--- config.mk ---
export PLATFORM = sky130hd
export DESIGN_NAME = ethernet_tx_engine_flat
export DESIGN_NICKNAME = d
export VERILOG_FILES = /design/src/rtl/ethernet_tx_engine_if.sv /design/src/rtl/ethernet_tx_engine.sv /design/src/flat_wrapper.sv
export SDC_FILE = /design/constraint.sdc
export NUM_CORES = 1
export LEC_CHECK = 0
export BUFFER_PORTS_ARGS = -buffer_cell sky130_fd_sc_hd__buf_2
export CORE_MARGIN = 4
export CORE_UTILIZATION = 40
export DETAILED_ROUTE_END_ITERATION = 10
export PLACE_DENSITY = 0.66
export SLEW_MARGIN = 20
export SYNTH_ARGS = -nofsm -noshare
export SYNTH_HDL_FRONTEND = slang
export SYNTH_SLANG_ARGS = --single-unit
--- constraint.sdc ---
create_clock -name clk -period 6.5 [get_ports clk]
set_input_delay 1.3 -clock clk [delete_from_list [all_inputs] [get_ports clk]]
set_output_delay 1.3 -clock clk [all_outputs]
set_load 0.005 [all_outputs]
--- src/rtl/ethernet_tx_engine_if.sv ---
// Bus between the frame-transmit engine (master) and the DM9000-style controller (slave).
interface ethernet_tx_engine_if;
  logic [31:0] bus_address;
  logic        bus_write;
  logic        bus_read;
  logic [31:0] bus_data_wr;
  logic [31:0] bus_data_rd;
  logic        bus_stall;

  modport master (
    output bus_address,
    output bus_write,
    output bus_read,
    output bus_data_wr,
    input  bus_data_rd,
    input  bus_stall
  );

  modport slave (
    input  bus_address,
    input  bus_write,
    input  bus_read,
    input  bus_data_wr,
    output bus_data_rd,
    output bus_stall
  );
endinterface

--- src/rtl/ethernet_tx_engine.sv ---
// Frame-transmit sequencer: streams halfwords into the controller's TX FIFO, programs the
// length, raises TXREQ and polls TCR until the controller reports the frame sent.
module ethernet_tx_engine #(
  parameter logic [31:0] BASE_ADDR  = 32'h1C03_0000,
  parameter int          MAX_LEN    = 1536,
  parameter int          POLL_LIMIT = 4096
) (
  input  logic                        clk,
  input  logic                        rst,
  input  logic                        cmd_valid,
  input  logic [15:0]                 cmd_len,
  output logic                        cmd_ready,
  input  logic [15:0]                 s_data,
  input  logic                        s_valid,
  input  logic                        s_last,
  output logic                        s_ready,
  ethernet_tx_engine_if.master        bus,
  output logic                        busy,
  output logic                        done,
  output logic                        err,
  output logic [3:0]                  dbg_state
);

  // Handshakes: cmd and stream transfer on a clock edge where valid & ready are both high.
  // Bus: request and address/data are held until the slave has stalled for >=1 cycle and then
  // released the stall; that edge completes the access and the request drops one cycle later.

  localparam int PW = $clog2(POLL_LIMIT + 1);

  typedef enum logic [3:0] {
    IDLE      = 4'd0,
    MWCMD_IDX = 4'd1,
    DATA      = 4'd2,
    TXPLL_IDX = 4'd3,
    TXPLL_WR  = 4'd4,
    TXPLH_IDX = 4'd5,
    TXPLH_WR  = 4'd6,
    TCR_IDX   = 4'd7,
    TCR_WR    = 4'd8,
    POLL_IDX  = 4'd9,
    POLL_RD   = 4'd10,
    DONE      = 4'd11
  } state_t;

  state_t         state;
  state_t         next_st;
  logic [15:0]    len;
  logic [15:0]    hw_cnt;
  logic [PW-1:0]  poll_cnt;
  logic           fail_flag;
  logic           seen_stall;
  logic           pending;
  logic           complete;
  logic           bad_len;
  logic           req_data_port;
  logic [15:0]    req_word;

  assign pending   = bus.bus_write | bus.bus_read;
  assign complete  = pending & ~bus.bus_stall & seen_stall;
  assign s_ready   = (state == DATA) & ~pending;
  assign dbg_state = state;
  assign bad_len   = (cmd_len == 16'd0) || (cmd_len > 16'(MAX_LEN));

  // Register-programming steps: which port, what word, and where to go once it completes.
  always_comb begin
    req_data_port = 1'b0;
    req_word      = 16'h0000;
    next_st       = state;
    case (state)
      MWCMD_IDX: begin req_word = 16'h00F8; next_st = DATA; end
      TXPLL_IDX: begin req_word = 16'h00FC; next_st = TXPLL_WR; end
      TXPLL_WR: begin
        req_data_port = 1'b1;
        req_word      = {8'h00, len[7:0]};
        next_st       = TXPLH_IDX;
      end
      TXPLH_IDX: begin req_word = 16'h00FD; next_st = TXPLH_WR; end
      TXPLH_WR: begin
        req_data_port = 1'b1;
        req_word      = {8'h00, len[15:8]};
        next_st       = TCR_IDX;
      end
      TCR_IDX: begin req_word = 16'h0002; next_st = TCR_WR; end
      TCR_WR: begin
        req_data_port = 1'b1;
        req_word      = 16'h0001;
        next_st       = POLL_IDX;
      end
      POLL_IDX: begin req_word = 16'h0002; next_st = POLL_RD; end
      default: ;
    endcase
  end

  always_ff @(posedge clk or posedge rst) begin
    if (rst) begin
      state           <= IDLE;
      cmd_ready       <= 1'b1;
      busy            <= 1'b0;
      done            <= 1'b0;
      err             <= 1'b0;
      bus.bus_address <= 32'h0;
      bus.bus_data_wr <= 32'h0;
      bus.bus_write   <= 1'b0;
      bus.bus_read    <= 1'b0;
      len             <= 16'h0;
      hw_cnt          <= 16'h0;
      poll_cnt        <= '0;
      fail_flag       <= 1'b0;
      seen_stall      <= 1'b0;
    end else begin
      done <= 1'b0;
      err  <= 1'b0;
      if (pending && bus.bus_stall) seen_stall <= 1'b1;
      if (complete) begin
        bus.bus_write <= 1'b0;
        bus.bus_read  <= 1'b0;
        seen_stall    <= 1'b0;
      end
      case (state)
        IDLE: begin
          if (cmd_valid && cmd_ready) begin
            if (bad_len) begin
              err <= 1'b1;
            end else begin
              len       <= cmd_len;
              hw_cnt    <= (cmd_len >> 1) + {15'h0, cmd_len[0]};
              poll_cnt  <= '0;
              fail_flag <= 1'b0;
              busy      <= 1'b1;
              cmd_ready <= 1'b0;
              state     <= MWCMD_IDX;
            end
          end
        end
        DATA: begin
          if (!pending && s_valid) begin
            bus.bus_address <= BASE_ADDR | 32'd1;
            bus.bus_data_wr <= {16'h0000, s_data};
            bus.bus_write   <= 1'b1;
            seen_stall      <= 1'b0;
            hw_cnt          <= hw_cnt - 16'd1;
            // s_last must land exactly on the final counted halfword.
            if (s_last != (hw_cnt == 16'd1)) fail_flag <= 1'b1;
          end else if (complete && hw_cnt == 16'd0) begin
            state <= TXPLL_IDX;
          end
        end
        POLL_RD: begin
          if (!pending) begin
            bus.bus_address <= BASE_ADDR | 32'd1;
            bus.bus_read    <= 1'b1;
            seen_stall      <= 1'b0;
          end else if (complete) begin
            if (!bus.bus_data_rd[0]) begin
              state <= DONE;
            end else if (poll_cnt == PW'(POLL_LIMIT - 1)) begin
              fail_flag <= 1'b1;
              state     <= DONE;
            end else begin
              poll_cnt <= poll_cnt + 1'b1;
            end
          end
        end
        DONE: begin
          done      <= 1'b1;
          err       <= fail_flag;
          busy      <= 1'b0;
          cmd_ready <= 1'b1;
          state     <= IDLE;
        end
        MWCMD_IDX, TXPLL_IDX, TXPLL_WR, TXPLH_IDX, TXPLH_WR, TCR_IDX, TCR_WR, POLL_IDX: begin
          if (!pending) begin
            bus.bus_address <= req_data_port ? (BASE_ADDR | 32'd1) : BASE_ADDR;
            bus.bus_data_wr <= {16'h0000, req_word};
            bus.bus_write   <= 1'b1;
            seen_stall      <= 1'b0;
          end else if (complete) begin
            state <= next_st;
          end
        end
        default: state <= IDLE;
      endcase
    end
  end

endmodule

--- src/flat_wrapper.sv ---
// flat-port wrapper written by rule: the top's interface ports become plain ports
module ethernet_tx_engine_flat 
#(
  parameter logic [31:0] BASE_ADDR  = 32'h1C03_0000,
  parameter int          MAX_LEN    = 1536,
  parameter int          POLL_LIMIT = 4096
)
  (clk, rst, cmd_valid, cmd_len, cmd_ready, s_data, s_valid, s_last, s_ready, busy, done, err, dbg_state, bus_bus_address, bus_bus_write, bus_bus_read, bus_bus_data_wr, bus_bus_data_rd, bus_bus_stall);
  ethernet_tx_engine_if bus_i ();
  input  logic clk;
  input  logic rst;
  input  logic cmd_valid;
  input  logic [15:0] cmd_len;
  output logic cmd_ready;
  input  logic [15:0] s_data;
  input  logic s_valid;
  input  logic s_last;
  output logic s_ready;
  output logic busy;
  output logic done;
  output logic err;
  output logic [3:0] dbg_state;
  output wire logic [$bits(bus_i.bus_address)-1:0] bus_bus_address;
  output wire logic [$bits(bus_i.bus_write)-1:0] bus_bus_write;
  output wire logic [$bits(bus_i.bus_read)-1:0] bus_bus_read;
  output wire logic [$bits(bus_i.bus_data_wr)-1:0] bus_bus_data_wr;
  input wire logic [$bits(bus_i.bus_data_rd)-1:0] bus_bus_data_rd;
  input wire logic [$bits(bus_i.bus_stall)-1:0] bus_bus_stall;
  assign bus_bus_address = bus_i.bus_address;
  assign bus_bus_write = bus_i.bus_write;
  assign bus_bus_read = bus_i.bus_read;
  assign bus_bus_data_wr = bus_i.bus_data_wr;
  assign bus_i.bus_data_rd = bus_bus_data_rd;
  assign bus_i.bus_stall = bus_bus_stall;
  ethernet_tx_engine #(.BASE_ADDR(BASE_ADDR), .MAX_LEN(MAX_LEN), .POLL_LIMIT(POLL_LIMIT)) u_core (.clk(clk), .rst(rst), .cmd_valid(cmd_valid), .cmd_len(cmd_len), .cmd_ready(cmd_ready), .s_data(s_data), .s_valid(s_valid), .s_last(s_last), .s_ready(s_ready), .bus(bus_i), .busy(busy), .done(done), .err(err), .dbg_state(dbg_state));
endmodule
==> impl_metrics.json <==
{
  "drcViolationCount": 0,
  "portBuffers": 71,
  "numCtsBuffers": 9,
  "htree_num_levels": 3,
  "whs_path_depth": 2,
  "cts_root_buf": "clkbuf_16",
  "p_total_mw": 1.925,
  "endpoint_kind": "output pin",
  "setup_viol": 0,
  "p_leak_nw": 2.355,
  "rr_endpoint": "u_core.hw_cnt[14]$_DFFE_PP0P_",
  "required_ns": 5.20,
  "ant_nets": 0,
  "fin_skew_ns": 0.007996,
  "finalWorstSetupSlack_ns": 2.980,
  "worst-path-max-fanout": 34,
  "grt_pass1_wl_mm": 17.96,
  "cts_buffer_depth": 2,
  "std_cell_rows": 38,
  "hold_path.class": "register to register",
  "fin_crit_sh_pct": 54.15,
  "cts_sinks": 75,
  "synth_seq_cells": 75,
  "final_common_cell": "nand2_1",
  "dr.pass1.iters": 5,
  "start_util_pct": 41.46,
  "synth_edf_count": 0,
  "startpoint_type": "register",
  "hold_end": "u_core.bus.bus_data_wr[3]$_DFFE_PP0P_",
  "design.die.area_mm2": 0.01321,
  "synth_warnings": 0,
  "n_antenna_cell": 0,
  "syn_avg_cell_area_um2": 8.612,
  "final_nets": 660,
  "final_util_pct": 46.81,
  "cp_data_arrival_time_ns": 2.22,
  "ir_worst_vdd_uv": 195.8,
  "grt_start_max_net_pins": 76,
  "grt_pass1_vias": 3569,
  "slew_headroom_pct": 28.20,
  "wirelength_mm": 10.78,
  "synth_area_mm2": 0.004573,
  "tightest_slew_ns": 1.069,
  "cts_hold_buf": 0,
  "critPathKind": "register to output pin",
  "layout-area-overhead-vs-synth_pct": 12.91,
  "overflow": 0,
  "layout_min_cycle_time_ns": 3.520,
  "vias_per_cell": 5.317,
  "hold_path.startpoint": "u_core.bus.bus_data_wr[3]$_DFFE_PP0P_",
  "yosys_most_used_dff": "dfrtp_1",
  "status": "finished clean",
  "fmax_mhz": 284.1,
  "mostFrequentLayoutCells": "75 x nand2_1, 74 x dfrtp_1, 71 x buf_2",
  "antenna_found_initial": 0,
  "cap_violations": 0,
  "drive_gt1_share_pct": 19.39,
  "tritoncts": "yes",
  "routedWlPerCell_um": 14.81,
  "worstSkewPairLatency_ns": 0.33,
  "synthesis.instances": 531,
  "reg2regPathDepth": 7,
  "r2r-start": "u_core.dbg_state[0]$_DFFE_PP0P_",
  "p_per_area_mw_per_mm2": 372.8,
  "drt_iter0_drc": 237,
  "vias": 3871,
  "slew_violations": 0,
  "hold_viol_final": 0,
  "ys_types": 57,
  "place_ws_ns": 2.683,
  "clk_pin_slew_ns": 0.06,
  "cts-resized-gates": 0,
  "yosysSeqAreaShare_pct": 41.07,
  "rsz0062_at_grt": "false",
  "reg2reg_setup_slack_ns": 3.39,
  "synth-async-reset-ratio_pct": 100.0,
  "hpwl_mm": 7.863,
  "ios": 145,
  "track_usage_pct": 16.82,
  "place_congestion": 0.8056,
  "fp.coreArea_mm2": 0.01103,
  "cts_setup_buffers": 0,
  "die_w_um": 114.9,
  "fin_setup_tns_ns": 0,
  "die_h_um": 114.9
}
-- worst max-delay path, cell delays in order, from the launching register on --
cell     delay, ns
dfrtp_1       0.93
nand2_1       0.51
nor2_1        0.29
buf_2         0.16
-- final cells by class --
type / instances / area [µm²]
sequential: 75 / 1878
clock inverter: 6 / 137.6
clock buffer: 10 / 229.0
fill: 1075 / 5867
multi-input combinational: 415 / 2340
inverter: 9 / 33.78
tap: 140 / 175.2
timing repair buffer: 73 / 370.4
-- registers in the layout (all words and copies together) (netlist names), 2 cells and up --
register	count
u_core.poll_cnt	13
u_core.hw_cnt	16
u_core.bus.bus_data_wr	16
u_core.len	16
u_core.dbg_state	4
u_core.bus.bus_address	2
-- layer usage --
metal / global-route usage [%] / up-vias / wire length (µm)
li1: - / 1904 / -
met1: 23.50 / 1865 / 4919
met2: 26.43 / 93 / 5195
met3: 3.474 / 9 / 534
met4: 5.008 / 0 / 132
met5: 0 / - / 0
-- per-stage QoR --
| stage | hold slack [ns] | instance area (µm²) | instances |
|---|---|---|---|
| after floorplan | 0.4422 | 4727 | 572 |
| after global placement | 0.4607 | 4795 | 712 |
| after detailed placement | 0.4667 | 4795 | 712 |
| after CTS | 0.4799 | 5161 | 728 |
| after global routing | 0.5050 | 5164 | 728 |
| final | 0.4761 | 5164 | 728 |
-- cells in the mapped netlist, types with 5 or more instances --
library cell   n  area (µm²)
nand2_1       75       281.5
dfrtp_1       74        1852
o21ai_0       61       305.3
buf_4         47       352.8
nor2_1        34       127.6
a21oi_1       28       140.1
clkbuf_1      22       82.58
nand3_1       18       90.09
nor3_1        15       75.07
o31ai_1       12       90.09
a31oi_1       10       62.56
inv_1          9       33.78
nand4_1        9       56.30
ha_1           7       87.58
o22ai_1        7       43.79
mux2_2         6       67.56
nand2b_1       6       37.54
or2_2          6       37.54
xnor2_1        6       52.55
and2_1         5       31.28
and2b_1        5       37.54
and3_1         5       31.28
xor2_1         5       43.79
-- worst max path at each step --
stage,startpoint,end,slack (ns),depth (start not counted)
after CTS,u_core.dbg_state[1]$_DFFE_PP0P_,s_ready,3.00,3
after detailed placement,cmd_len[1],u_core.poll_cnt[11]$_DFFE_PP0P_,2.68,9
after floorplan,cmd_len[0],u_core.len[2]$_DFFE_PP0P_,3.24,8
final,u_core.dbg_state[1]$_DFFE_PP0P_,s_ready,2.98,3
after global placement,cmd_len[0],u_core.hw_cnt[13]$_DFFE_PP0P_,2.71,8
after global routing,u_core.dbg_state[1]$_DFFE_PP0P_,s_ready,2.74,3
-- cells by family (layout without fill, tap and decap cells) --
| kind of cell | after synthesis | count (layout) | share of synthesized area [%] |
|---|---|---|---|
| xor gates and xnor gates | 11 | 11 | 2.107 |
| muxes | 11 | 11 | 3.010 |
| DFF | 75 | 75 | 41.07 |
| other | 1 | 42 | 0.08200 |
| adders and majority gates | 7 | 7 | 1.915 |
| buffers and inverters | 82 | 98 | 11.19 |
| and+or+nand+nor | 205 | 205 | 22.57 |
| AOI/OAI and AO/OA | 139 | 139 | 18.06 |
-- where the power goes --
group	total (mW)	switching, mW	internal (mW)
Combinational	0.599	0.359	0.240
Sequential	0.719	0.144	0.575
Clock	0.607	0.192	0.415
Total	1.93	0.695	1.23
Note: power is estimated with default switching activity, not from simulation.
